$ cat config.mk
export PLATFORM = sky130hd
export DESIGN_NAME = display_hold_buffer
export DESIGN_NICKNAME = d
export VERILOG_FILES = /design/src/rtl/display_hold_buffer.sv
export SDC_FILE = /design/constraint.sdc
export NUM_CORES = 1
export LEC_CHECK = 0
export CAP_MARGIN = 25
export CORE_MARGIN = 10
export CORE_UTILIZATION = 40
export CTS_CLUSTER_DIAMETER = 40
export DETAILED_ROUTE_END_ITERATION = 10
export MAX_ROUTING_LAYER = met4
export PLACE_DENSITY = 0.67
export SETUP_SLACK_MARGIN = 0.3
export SYNTH_ARGS = -nofsm -noshare
export SYNTH_HDL_FRONTEND = slang
export SYNTH_SLANG_ARGS = --single-unit
$ cat constraint.sdc
create_clock -name Clk -period 7.15 [get_ports Clk]
set_input_delay 1.0725 -clock Clk [delete_from_list [all_inputs] [get_ports Clk]]
set_output_delay 1.0725 -clock Clk [all_outputs]
set_load 0.005 [all_outputs]
$ cat src/rtl/display_hold_buffer.sv
// Change-detecting FIFO between the DataPath X/Y results and the seven-segment driver.
// Each queued pair is held on the display for HOLD_CYCLES cycles so fast updates stay readable.
module display_hold_buffer #(
    parameter int DEPTH       = 8,
    parameter int PTR_W       = 3,
    parameter int HOLD_CYCLES = 100000000,
    parameter int CNT_W       = 27
) (
    input  logic             Clk,
    input  logic             Rst,
    input  logic             capture_en,
    input  logic [31:0]      in_x,
    input  logic [31:0]      in_y,
    output logic [31:0]      disp_x,
    output logic [31:0]      disp_y,
    output logic             disp_new,
    output logic [PTR_W:0]   fifo_count,
    output logic             overflow
);

    typedef enum logic {IDLE, SHOW} state_t;

    localparam logic [CNT_W-1:0] HOLD_LAST  = CNT_W'(HOLD_CYCLES - 1);
    localparam logic [PTR_W:0]   FULL_COUNT = (PTR_W + 1)'(DEPTH);

    logic [63:0]      mem [DEPTH];
    logic [PTR_W-1:0] head;
    logic [PTR_W-1:0] tail;
    logic [PTR_W-1:0] tail_prev;
    logic [CNT_W-1:0] hold_cnt;
    logic [31:0]      prev_x;
    logic [31:0]      prev_y;
    logic             prev_valid;
    state_t           state;

    logic        push;
    logic        pop;
    logic        full;
    logic        nonempty;
    logic        wr_append;
    logic        wr_over;
    logic [63:0] head_data;

    always_comb begin
        // NOTE: every signal assigned here gets a value on every path, so no latch is inferred.
        push      = capture_en & (~prev_valid | ({in_x, in_y} != {prev_x, prev_y}));
        full      = (fifo_count == FULL_COUNT);
        nonempty  = (fifo_count != '0);
        pop       = nonempty & ((state == IDLE) | (hold_cnt == HOLD_LAST));
        wr_append = push & (~full | pop);
        wr_over   = push & full & ~pop;
        tail_prev = tail - PTR_W'(1);
        head_data = mem[head];
    end

    // NOTE: storage array has no reset; its contents are never read before being written.
    always_ff @(posedge Clk) begin
        if (!Rst) begin
            if (wr_append)
                mem[tail] <= {in_x, in_y};
            else if (wr_over)
                mem[tail_prev] <= {in_x, in_y};
        end
    end

    always_ff @(posedge Clk) begin
        if (Rst) begin
            disp_x     <= '0;
            disp_y     <= '0;
            disp_new   <= 1'b0;
            fifo_count <= '0;
            overflow   <= 1'b0;
            head       <= '0;
            tail       <= '0;
            hold_cnt   <= '0;
            prev_x     <= '0;
            prev_y     <= '0;
            prev_valid <= 1'b0;
            state      <= IDLE;
        end else begin
            disp_new <= pop;
            if (pop) begin
                disp_x <= head_data[63:32];
                disp_y <= head_data[31:0];
                head   <= head + PTR_W'(1);
            end
            if (wr_append)
                tail <= tail + PTR_W'(1);
            if (wr_over)
                overflow <= 1'b1;

            case ({wr_append, pop})
                2'b10:   fifo_count <= fifo_count + 1'b1;
                2'b01:   fifo_count <= fifo_count - 1'b1;
                default: fifo_count <= fifo_count;
            endcase

            // Disabled capture freezes prev, so a change made meanwhile shows up on re-enable.
            if (capture_en) begin
                prev_x     <= in_x;
                prev_y     <= in_y;
                prev_valid <= 1'b1;
            end

            case (state)
                IDLE: begin
                    hold_cnt <= '0;
                    if (pop)
                        state <= SHOW;
                end
                SHOW: begin
                    if (hold_cnt == HOLD_LAST) begin
                        hold_cnt <= '0;
                        if (!nonempty)
                            state <= IDLE;
                    end else begin
                        hold_cnt <= hold_cnt + 1'b1;
                    end
                end
                default: state <= IDLE;
            endcase
        end
    end

endmodule

# --- Yosys cells after proc, flatten, opt, wreduce, memory -nomap -nowiden ---
# Memories as Yosys holds them, arrays and structs flattened. A register that Yosys moved wholly into a read port is not among the register bits.
# Index checks and enable logic that the tools add are counted.
classes:
  add_sub_neg: 6
  n_eq_ne: 5
  mux: 17
  bitwise: 12
  reduce_logical: 3
ops:
  columns: ["cell", "n"]
  rows:
  - ["64-bit 2-to-1 mux", 1]
  - ["64-bit != test", 1]
  - ["64-bit OR reduction", 1]
  - ["27-bit one-hot mux with 2 select lines", 1]
  - ["27-bit by 1-bit adder with 27-bit output (second input constant)", 1]
  - ["27-bit == test (second input constant)", 1]
  - ["27-bit 2-to-1 mux", 1]
  - ["1-bit 2-to-1 mux", 11]
  - ["4-bit one-hot mux with 2 select lines", 1]
  - ["3-bit by 1-bit adder with 3-bit output (second input constant)", 2]
  - ["1-bit AND", 5]
  - ["4-bit by 1-bit adder with 4-bit output (second input constant)", 1]
  - ["4-bit == test (second input constant)", 1]
  - ["1-bit NOT", 4]
  - ["4-bit nonzero test", 1]
  - ["4-bit by 1-bit subtractor with 4-bit output (second input constant)", 1]
  - ["3-bit 2-to-1 mux", 1]
  - ["1-bit bitwise OR", 3]
  - ["3-bit by 1-bit subtractor with 3-bit output (second input constant)", 1]
  - ["2-bit by 1-bit == test with 1-bit output (second input constant)", 1]
  - ["2-bit == test (second input constant)", 1]
  - ["1-bit one-hot mux with 2 select lines", 1]
  - ["2-bit nonzero test", 1]
totals:
  reg_bits: 105
  mem_bits_rw: 512
  input_bits: 67
  out_inout_bits: 70
  word_cells: 54
  mem_count: 1
mem_list:
  columns: ["name", "depth", "width", "rd", "rd_ports_with_merged_regs", "write_ports", "line_no", "source"]
  rows:
  - ["mem", 8, 64, 1, 1, 1, "26", "logic [63:0] mem [DEPTH];"]

# --- Longest topological paths before layout ---
# Gate-level depths: netlist of the first run.
logic_depth:
  word_depth: 11
  depth_mapped: 13
  mapped_depth_nobuf: 12

# --- Worst setup path before layout of the first run ---
# Ideal clock, no wire load.
synth_path:
  path_kind: "input -> register"
  start: "input port in_y[2]"
  end: "memory mem[7][0], enable pin"
  setup_time_ns: 0.509
  t_arrival_ns: 5.290
  required_ns: 6.641
  path_slack_ns: 1.351
  path_stages: 8
  n_path_buf: 1
  path_cell_list: "xor2_1 -> nor4_1 -> and4_1 -> nand4_1 -> o31ai_4 -> or3_1 -> buf_2 -> o22ai_1"
synth_via:
  elab_chain_cells: 11
  word_cells_on_any_way: 16
  classes_between: "eq/ne (1); mux (9); bitwise (5); reduce/logical (1)"
synth_lines:
  columns: ["element", "line_no", "source"]
  rows:
  - ["from (decl)", "13", "input logic [31:0] in_y,"]
  - ["64-bit != test *", "46", "push = capture_en & (~prev_valid | ({in_x, in_y} != {prev_x, prev_y}));"]
  - ["1-bit bitwise OR *", "46", null]
  - ["1-bit AND *", "46", null]
  - ["1-bit AND (2 in series)", "51", "wr_over = push & full & ~pop;"]
  - ["1-bit 2-to-1 mux", "61", "else if (wr_over)"]
  - ["1-bit 2-to-1 mux", "59", "if (wr_append)"]
  - ["1-bit 2-to-1 mux", "58", "if (!Rst) begin"]
  - ["1-bit 2-to-1 mux (not written as such)", "62", "mem[tail_prev] <= {in_x, in_y};"]
  - ["64-bit OR reduction (no line)", null, null]
  - ["3-bit 2-to-1 mux (no line) or 1-bit 2-to-1 mux (tied branches)", null, null]
  - ["to (decl)", "26", null]
# Every way passes the cells marked *; elsewhere a longest branch is shown, timed or not.

# --- Final worst setup path of the first run ---
layout_path:
  start: "input port in_y[7]"
  end: "memory mem[6][12], enable pin"
# Same word-level chain as after synthesis.

==> run summary, run 1 <==
The leading register cell type out of synthesis is sky130_fd_sc_hd__edfxtp_1. Initial antenna violation count: 6. The run finished with clean final reports. The run gives 681 as the TritonCTS sink count. Counting distinct cell types in the post-synthesis netlist gives 50. STA puts the critical path data required time at 7.41 ns. The die is 275.8 microns tall. Entering global routing, the biggest net connects 103 pins. The number of I/O port buffers is 136. The tools report the number of global-route vias before repair as 14,310. The first global-routing pass estimated 89,670 microns of wire.

Synthesis produced 1,494 cells. Yosys mapped a number of flops with a built-in enable equal to 512. Once placement finished, the instance area stood at 0.02861 sq mm. For the number of levels the H-tree was split into, the log shows 3. Data on the critical path arrives at its endpoint at 4.95 ns.

The logs give 0 for the post-detailed-route DRC marker count and 58,500 microns for the total wire length. Headroom to the max-slew limit came out at 32.43%. The measured slew at the worst slew-check pin works out to 1.014 ns.

The final-report hold violation count is 0, and the combined area of all synthesized cells is 0.02617 sq mm. Once detail routing completed, the nets flagged for antenna violations numbered 0. Flip-flop and latch count after synthesis: 681.

In this run the worst path has a maximum fanout of 52. The violation count after the first detailed-route iteration came out at 975. The synthesized netlist devotes 0.3633% of its cell area to adder and majority cells. Main combinational cell family by area after synthesis: multiplexers. The root buffer cell chosen for the clock tree is sky130_fd_sc_hd__clkbuf_16.

After clock tree synthesis, the setup repair step added 0 buffers. Max-cap violations in this run came to 0. TritonCTS built the clock tree. During synthesis, Yosys emitted a total of 0 warnings. The number of clock buffers added by TritonCTS is 93.

For this run, the register share of the synthesized area comes to 71.67%. The average cell area after synthesis was 17.52 sq um; the synthesized-area fraction occupied by xor and xnor cells was 2.644%. Largest clock skew in the final design: 0.02221 ns. The net count of the finished layout is 1,743. Setup total negative slack on the finished layout was measured at 0 ns. Leaving out fill and tap cells, the most frequent cell in the layout is sky130_fd_sc_hd__edfxtp_1.

The compound-gate portion of the synthesized area was 2.888%. The share of the cycle needed by the critical path after routing works out to 65.59%. The endpoint type of the worst setup path is a flip-flop. The clock passes through at most 3 buffers. The first detailed-routing pass took 5 iterations.

The highest clock frequency the design can meet came out at 213.2 MHz. For this run the aggregate overflow at the end of global routing stands at 0. In the layout the commonest cells are 512 x sky130_fd_sc_hd__edfxtp_1, 177 x sky130_fd_sc_hd__nor2_1, 166 x sky130_fd_sc_hd__dfxtp_1, 134 x sky130_fd_sc_hd__clkdlybuf4s50_1, 132 x sky130_fd_sc_hd__mux2i_1. The net count of the mapped netlist is 1,568. The proportion of layout cells with a drive suffix above 1 was 19.84%; the number of max-slew violations in the final report was 0. Setup repair after global routing left no endpoint under its margin. Multiplexer cells account for 16.16% of the synthesized area. The congestion estimate from routability-driven global placement came to 0.7959.

IR analysis of the VDD net gives a maximum drop of 0.2473 mV. The floorplan has 93 rows. The overall die area is 0.07606 sq mm.

For the total number of vias, the log shows 13,836. The cell area power density works out to 363.5 mW/mm^2. The path class of the lowest-slack min-delay path is reg2reg. 137 I/O pins were placed. The critical path class is in2reg. For the finished layout, the period the worst path requires is 4.690 ns. For the post-route cell area, the log shows 0.03194 sq mm. The run gives 40.53% as the initial core utilization. In this run, post-CTS repair resized a total of 0 instances. Setup violations remaining at the end of the flow were counted as 0. Global routing used 15.98% of the available tracks across all layers. Dividing the detail-routed wire length by the instance count gives 22.41 microns. The die is 275.8 microns wide. From synthesis to final layout, the design area changed by 22.06%. The share of synthesized cell area in and, or, nand and nor gates was 4.599%; the fraction of synthesis flops using an asynchronous set or reset pin was 0%.

After clock tree synthesis, the clock-pin slew on the worst setup and hold paths is 0.05 ns. STA classifies the critical path startpoint as an input pin. The clock insertion delay at the later pin of the skew report is 0.65 ns. Summed over all nets, the half-perimeter wirelength after detailed placement is 34,480 microns.

The core region is 0.06458 sq mm. In this run, post-CTS hold repair placed 0 buffers. Dividing the detail-routed via count by the number of cells gives 5.299. In this run the static leakage power is 10.41 nW.
## cells in the mapped netlist (2+ instances only)
master / number / area share (%)
sky130_fd_sc_hd__edfxtp_1: 512 / 59
sky130_fd_sc_hd__nor2_1: 177 / 2.5
sky130_fd_sc_hd__dfxtp_1: 169 / 13
sky130_fd_sc_hd__mux2i_1: 132 / 5.0
sky130_fd_sc_hd__mux4_2: 128 / 11
sky130_fd_sc_hd__a211oi_1: 65 / 1.9
sky130_fd_sc_hd__xnor2_1: 45 / 1.5
sky130_fd_sc_hd__clkbuf_1: 41 / 0.59
sky130_fd_sc_hd__xor2_1: 34 / 1.1
sky130_fd_sc_hd__buf_2: 25 / 0.48
sky130_fd_sc_hd__inv_1: 19 / 0.27
sky130_fd_sc_hd__nand3_1: 17 / 0.33
sky130_fd_sc_hd__nand2_1: 16 / 0.23
sky130_fd_sc_hd__nand4_1: 15 / 0.36
sky130_fd_sc_hd__o22ai_1: 14 / 0.33
sky130_fd_sc_hd__nor4_1: 12 / 0.29
sky130_fd_sc_hd__a21oi_1: 8 / 0.15
sky130_fd_sc_hd__nor2b_1: 8 / 0.19
sky130_fd_sc_hd__buf_1: 6 / 0.086
sky130_fd_sc_hd__ha_1: 6 / 0.29
sky130_fd_sc_hd__buf_6: 4 / 0.17
sky130_fd_sc_hd__or3_1: 4 / 0.096
sky130_fd_sc_hd__nor3_1: 3 / 0.057
sky130_fd_sc_hd__o21ai_0: 3 / 0.057
sky130_fd_sc_hd__and2_1: 2 / 0.048
sky130_fd_sc_hd__and2b_2: 2 / 0.067
sky130_fd_sc_hd__and3_1: 2 / 0.048
sky130_fd_sc_hd__and3_2: 2 / 0.057
sky130_fd_sc_hd__buf_4: 2 / 0.057
## per-layer routing
metal / vias up / GRT usage (%) / share of wire (%)
met3: 88 / 3.444 / 5.5
li1: 6234 / - / -
met4: 0 / 4.148 / 1.6
met2: 341 / 25.04 / 49
met5: - / - / 0
met1: 7173 / 20.98 / 44
## state kept, by name, indices dropped and copies added, names as in the netlist
name,cells
overflow,1
disp_y,32
state,1
disp_x,32
hold_cnt,27
prev_y,32
mem,512
tail,3
disp_new,1
fifo_count,4
head,3
prev_x,32
prev_valid,1
## layout make-up
cell class	count	area, sq um
Inverter	20	75.07
Tap cell	855	1070
Timing Repair Buffer	158	1635
Sequential cell	681	18770
Multi-Input combinational cell	715	7088
Antenna cell	7	17.52
Clock buffer	104	2450
Clock inverter	71	839.6
Fill cell	5293	32640
## cell families (layout without fill, tap and decap cells)
| family | after synthesis | in the layout |
|---|---|---|
| adder cells (fa/ha/maj) | 7 | 7 |
| AND/OR/NAND/NOR | 267 | 267 |
| buffers and inverters | 98 | 353 |
| multiplexers | 262 | 262 |
| flip-flops | 681 | 681 |
| AO/OA/AOI/OAI | 100 | 100 |
| other | 0 | 7 |
| XOR/XNOR | 79 | 79 |
## critical path, stage by stage
cell and delay [ns]:
sky130_fd_sc_hd__clkdlybuf4s50_1 0.64, sky130_fd_sc_hd__xor2_1 0.57, sky130_fd_sc_hd__nor4_1 0.16, sky130_fd_sc_hd__nand2_1 0.23
sky130_fd_sc_hd__o31ai_4 0.16, sky130_fd_sc_hd__or3_1 0.64, sky130_fd_sc_hd__o22ai_4 0.58, sky130_fd_sc_hd__buf_4 0.82
## through the flow
stage                     cells  hold WS, ns  util [%]  setup WS [ns]  power [mW]
after floorplan            1494       0.4271         -          1.351       6.126
after global placement     2426       0.4582     44.22          1.890       6.950
after detailed placement   2428       0.4714     44.30          1.887       6.999
after CTS                  2603       0.4849     49.39          2.558       11.75
after global routing       2610       0.5139     49.46          2.333       12.13
final                      2611       0.4814     49.46          2.460       11.61
## path summary, 6_finish.rpt
kind,from,endpoint,slack [ns],cells after the start
max reg2reg,prev_y[7],mem[6][12],3.20,7
min reg2reg,prev_valid,prev_valid,0.48,2
min,prev_valid,prev_valid,0.48,2
max,in_y[7],mem[6][12],2.46,8
## where the power goes
part	total (mW)	internal (mW)	switching (mW)
Combinational	2.12	1.07	1.05
Clock	4.72	2.90	1.82
Sequential	4.77	4.56	0.207
(Power assumes the default switching activity.)
==> inputs of run 2 (changes only) <==
--- a/config.mk
+++ b/config.mk
@@ -11,7 +11,7 @@
 export CTS_CLUSTER_DIAMETER = 40
 export DETAILED_ROUTE_END_ITERATION = 10
 export MAX_ROUTING_LAYER = met4
-export PLACE_DENSITY = 0.67
+export PLACE_DENSITY = 0.69
 export SETUP_SLACK_MARGIN = 0.3
 export SYNTH_ARGS = -nofsm -noshare
 export SYNTH_HDL_FRONTEND = slang
==> constraint.sdc (replaced) <==
create_clock -name Clk -period 3.9 [get_ports Clk]
set_input_delay 0.585 -clock Clk [delete_from_list [all_inputs] [get_ports Clk]]
set_output_delay 0.585 -clock Clk [all_outputs]
set_load 0.005 [all_outputs]
==> run summary, run 2 (synthesis gave the netlist of run 1 again) <==
The tools report the count of maximum capacitance violations as 0 (unchanged). The area added between synthesis and finish works out to 25.09% (was 22.06%). The run finished with clean final reports.

The tools report the worst-case hold slack as 0.4668 ns (was 0.4814 ns). The maximum count of clock buffers along a single path was 3 (unchanged); the clock edge transition at the registers on the reported setup and hold paths was 0.06 ns (was 0.05 ns). The flip-flop count of the largest register after layout is 512 (unchanged), and the violation count after the first detailed-route iteration is 1,242 (was 975). Highest clock frequency the design can meet: 293.1 MHz.

The biggest fanout along the worst timing path is 5 (was 52), and the share of the cycle needed by the critical path after routing is 87.49%. The cell area power density came out at 640.0 mW/mm^2 (was 363.5 mW/mm^2). The critical path launch point is in_x[29] (was in_y[7]). Endpoint of the most critical setup path: fifo_count[3] (was mem[6][12]).

The worst slew slack as a fraction of its limit is 29.85% (was 32.43%), and the global placement routability congestion is 0.8150 (was 0.7959). Critical Path, Cell by Cell: clkdlybuf4s50_1, xnor2_1, buf_4, nand4_1, nor3_1, nand4_1, o31ai_4, and2_1, ha_1, a21o_1, a21oi_1, buf_4, o31a_1, mux2_4 (was clkdlybuf4s50_1, xor2_1, nor4_1, nand2_1, o31ai_4, or3_1, o22ai_4, buf_4). The tools report the clock insertion delay at the later pin of the skew report as 0.64 ns (was 0.65 ns). The total congestion overflow came out at 0 (unchanged). The global-route usage over all layers was 16.67% (was 15.98%).

TritonCTS built the clock tree. Commonest non-fill, non-tap cell in the layout: sky130_fd_sc_hd__edfxtp_1 (unchanged). The proportion of layout cells with a drive suffix above 1 was 22.84% (was 19.84%).

The first-pass GRT wire length is 92,520 microns (was 89,670 microns). The setup-violating endpoint count in the final report is 0 (unchanged), and the TritonCTS buffer count is 91 (was 93). The tools report the worst flop-to-flop path endpoint as fifo_count[3] (was mem[6][12]). The run gives 1,837 (was 1,743) as the count of nets after finishing. Data arrival time at the worst-slack endpoint: 3.91 ns (was 4.95 ns). The critical path's largest stage delay is 0.63 ns (was 0.82 ns). The site row count was 93 (unchanged).

The number of instances on the worst hold path works out to 1 (was 2). The tools report the number of max-slew violations in the final report as 0 (unchanged). The post-route cell area was 0.03274 sq mm (was 0.03194 sq mm); the final total power was 20.95 mW (was 11.61 mW). The reg-to-reg setup timing slack was 0.66 ns (was 3.20 ns); the instance area at placement was 0.02968 sq mm (was 0.02861 sq mm). The TritonCTS sink count was 681 (unchanged). The die width came out at 275.8 microns (unchanged). The die height was 275.8 microns (unchanged); the initial antenna violation count was 5 (was 6). The buffer type at the clock tree root was sky130_fd_sc_hd__clkbuf_16 (unchanged). The largest clock skew in the final design was 0.03542 ns (was 0.02221 ns). The leakage power is 10.85 nW (was 10.41 nW).

The number of instances resized during post-cts repair was 0 (unchanged); the required time at the worst-slack endpoint was 4.40 ns (was 7.41 ns). For the number of buffers inserted for hold repair after clock tree synthesis, the log shows 0 (unchanged). The measured slew at the worst slew-check pin is 1.052 ns (was 1.014 ns), and the worst reg-to-reg path cell count is 13 (was 7). The number of cells on the critical path came out at 14 (was 8). The largest net degree at the start of global routing was 137 (was 103). For the total I/O pin count, the log shows 137 (unchanged).

The overall die area came out at 0.07606 sq mm (unchanged). The dominant delay contributor by cell family on the critical path is buffers and inverters (unchanged). The number of levels the H-tree was split into is 3 (unchanged), and the number of setup buffers added after CTS is 0 (unchanged).

The initial core utilization came out at 40.53% (unchanged). Setup repair after global routing left no endpoint under its margin. The critical path class was in2reg (unchanged).

The remaining antenna violation count came out at 0 (unchanged). Sum of buffers and inverters on the critical path: 3 (was 2). Total number of vias: 14,230 (was 13,836). The endpoint type of the worst setup path was a flip-flop (unchanged). The sequential standard cell area was 0.01877 sq mm (unchanged); the number of global-route vias before repair was 14,777 (was 14,310). Placeable core region: 0.06458 sq mm (unchanged).

Final-report hold violation count: 0 (unchanged). The detail-routed via count per cell was 5.274 (was 5.299); the wire length per cell after detailed routing was 22.66 microns (was 22.41 microns). Most used cells in the layout excluding fill and tap cells: 512 x sky130_fd_sc_hd__edfxtp_1, 177 x sky130_fd_sc_hd__nor2_1, 166 x sky130_fd_sc_hd__dfxtp_1, 133 x sky130_fd_sc_hd__clkdlybuf4s50_1, 132 x sky130_fd_sc_hd__mux2i_1 (was 512 x sky130_fd_sc_hd__edfxtp_1, 177 x sky130_fd_sc_hd__nor2_1, 166 x sky130_fd_sc_hd__dfxtp_1, 134 x sky130_fd_sc_hd__clkdlybuf4s50_1, 132 x sky130_fd_sc_hd__mux2i_1).

The run gives 0.5522 mV (was 0.2473 mV) as the maximum vdd ir drop. The start of the worst register-to-register path is prev_y[10] (was prev_y[7]). Fill cell instance count of the final layout: 5,194 (was 5,293).

The sum of net half-perimeters after detailed placement was 38,270 microns (was 34,480 microns); the area of the multi-input gates was 0.007094 sq mm (was 0.007088 sq mm). The register with the most flip-flops is mem (unchanged). The cell at the slowest stage of the critical path is sky130_fd_sc_hd__clkdlybuf4s50_1 (was sky130_fd_sc_hd__buf_4).

Path class of the lowest-slack min-delay path: in2reg (was reg2reg). The post-detailed-route DRC marker count came out at 0 (unchanged). The run gives 61,120 microns (was 58,500 microns) as the total wire length. Number of I/O port buffers: 136 (unchanged).

The routed design could run at a clock period as short as 3.412 ns. The final cell count without fillers was 2,698 (was 2,611). The run gives 2,525 (was 2,428) as the number of placed instances, taps included. Startpoint class of the critical path: an input pin (unchanged).

For the number of optimization iterations in the first detailed-route pass, the log shows 5 (unchanged).
-- run 2: cell types whose count changed in the layout (fill, tap and decap cells not counted), moves of 3 or more --
cell                         before  now
sky130_fd_sc_hd__buf_4           16   85
sky130_fd_sc_hd__buf_12           4   35
sky130_fd_sc_hd__clkbuf_1         4   14
sky130_fd_sc_hd__clkinv_1         2   10
sky130_fd_sc_hd__inv_6           15    9
sky130_fd_sc_hd__clkinv_4        11    7
sky130_fd_sc_hd__clkinvlp_4      10    6
sky130_fd_sc_hd__buf_16           3    0
sky130_fd_sc_hd__diode_2          7    4
-- run 2: per-layer routing --
metal / vias to the layer above / GRT usage [%] / wire, microns
li1: 6401 / - / -
met3: 98 / 3.557 / 4273
met5: - / - / 0
met4: 0 / 5.106 / 1434
met2: 477 / 26.69 / 29950
met1: 7254 / 21.08 / 25460
-- run 2: stage by stage --
| step | setup WS (ns) | utilization [%] | setup TNS [ns] |
|---|---|---|---|
| final | 0.4881 | 50.69 | 0 |
| after global routing | 0.3188 | 50.69 | 0 |
| after CTS | 0.3875 | 50.67 | 0 |
| after detailed placement | -0.2511 | 45.96 | -0.2511 |
| after global placement | -0.2010 | 45.96 | -0.2010 |
| after floorplan | 0.04442 | - | 0 |
-- run 2: area by class of cell --
type | count | share of cell area (%)
Sequential cell | 681 | 57.33
Multi-Input combinational cell | 715 | 21.67
Timing Repair Buffer | 254 | 8.194
Clock buffer | 111 | 7.403
Tap cell | 855 | 3.268
Clock inverter | 58 | 1.876
Inverter | 20 | 0.2293
Antenna cell | 4 | 0.03057
-- run 2: worst min path at each step --
stage / startpoint / endpoint / slack [ns]
after detailed placement: prev_valid / prev_valid / 0.46
final: in_x[3] / mem[5][35] / 0.47
after floorplan: prev_valid / prev_valid / 0.43
after CTS: capture_en / prev_x[8] / 0.45
after global placement: prev_valid / prev_valid / 0.45
after global routing: in_x[3] / mem[6][35] / 0.46
-- run 2: worst reg2reg max path: stages (launching register included) --
cell	delay, ns
sky130_fd_sc_hd__dfxtp_1	0.32
sky130_fd_sc_hd__xnor2_1	0.25
sky130_fd_sc_hd__buf_4	0.17
sky130_fd_sc_hd__nand3_1	0.10
sky130_fd_sc_hd__nor3_1	0.40
sky130_fd_sc_hd__nand4_1	0.22
sky130_fd_sc_hd__o31ai_4	0.28
sky130_fd_sc_hd__and2_1	0.19
sky130_fd_sc_hd__ha_1	0.23
sky130_fd_sc_hd__a21o_1	0.18
sky130_fd_sc_hd__a21oi_1	0.19
sky130_fd_sc_hd__buf_4	0.13
sky130_fd_sc_hd__o31a_1	0.13
sky130_fd_sc_hd__mux2_4	0.30
-- run 2: report_power, final --
part | switching [mW] | total [mW] | internal, mW
Sequential | 0.430 | 8.80 | 8.37
Combinational | 1.93 | 4.00 | 2.06
Clock | 3.15 | 8.16 | 5.01
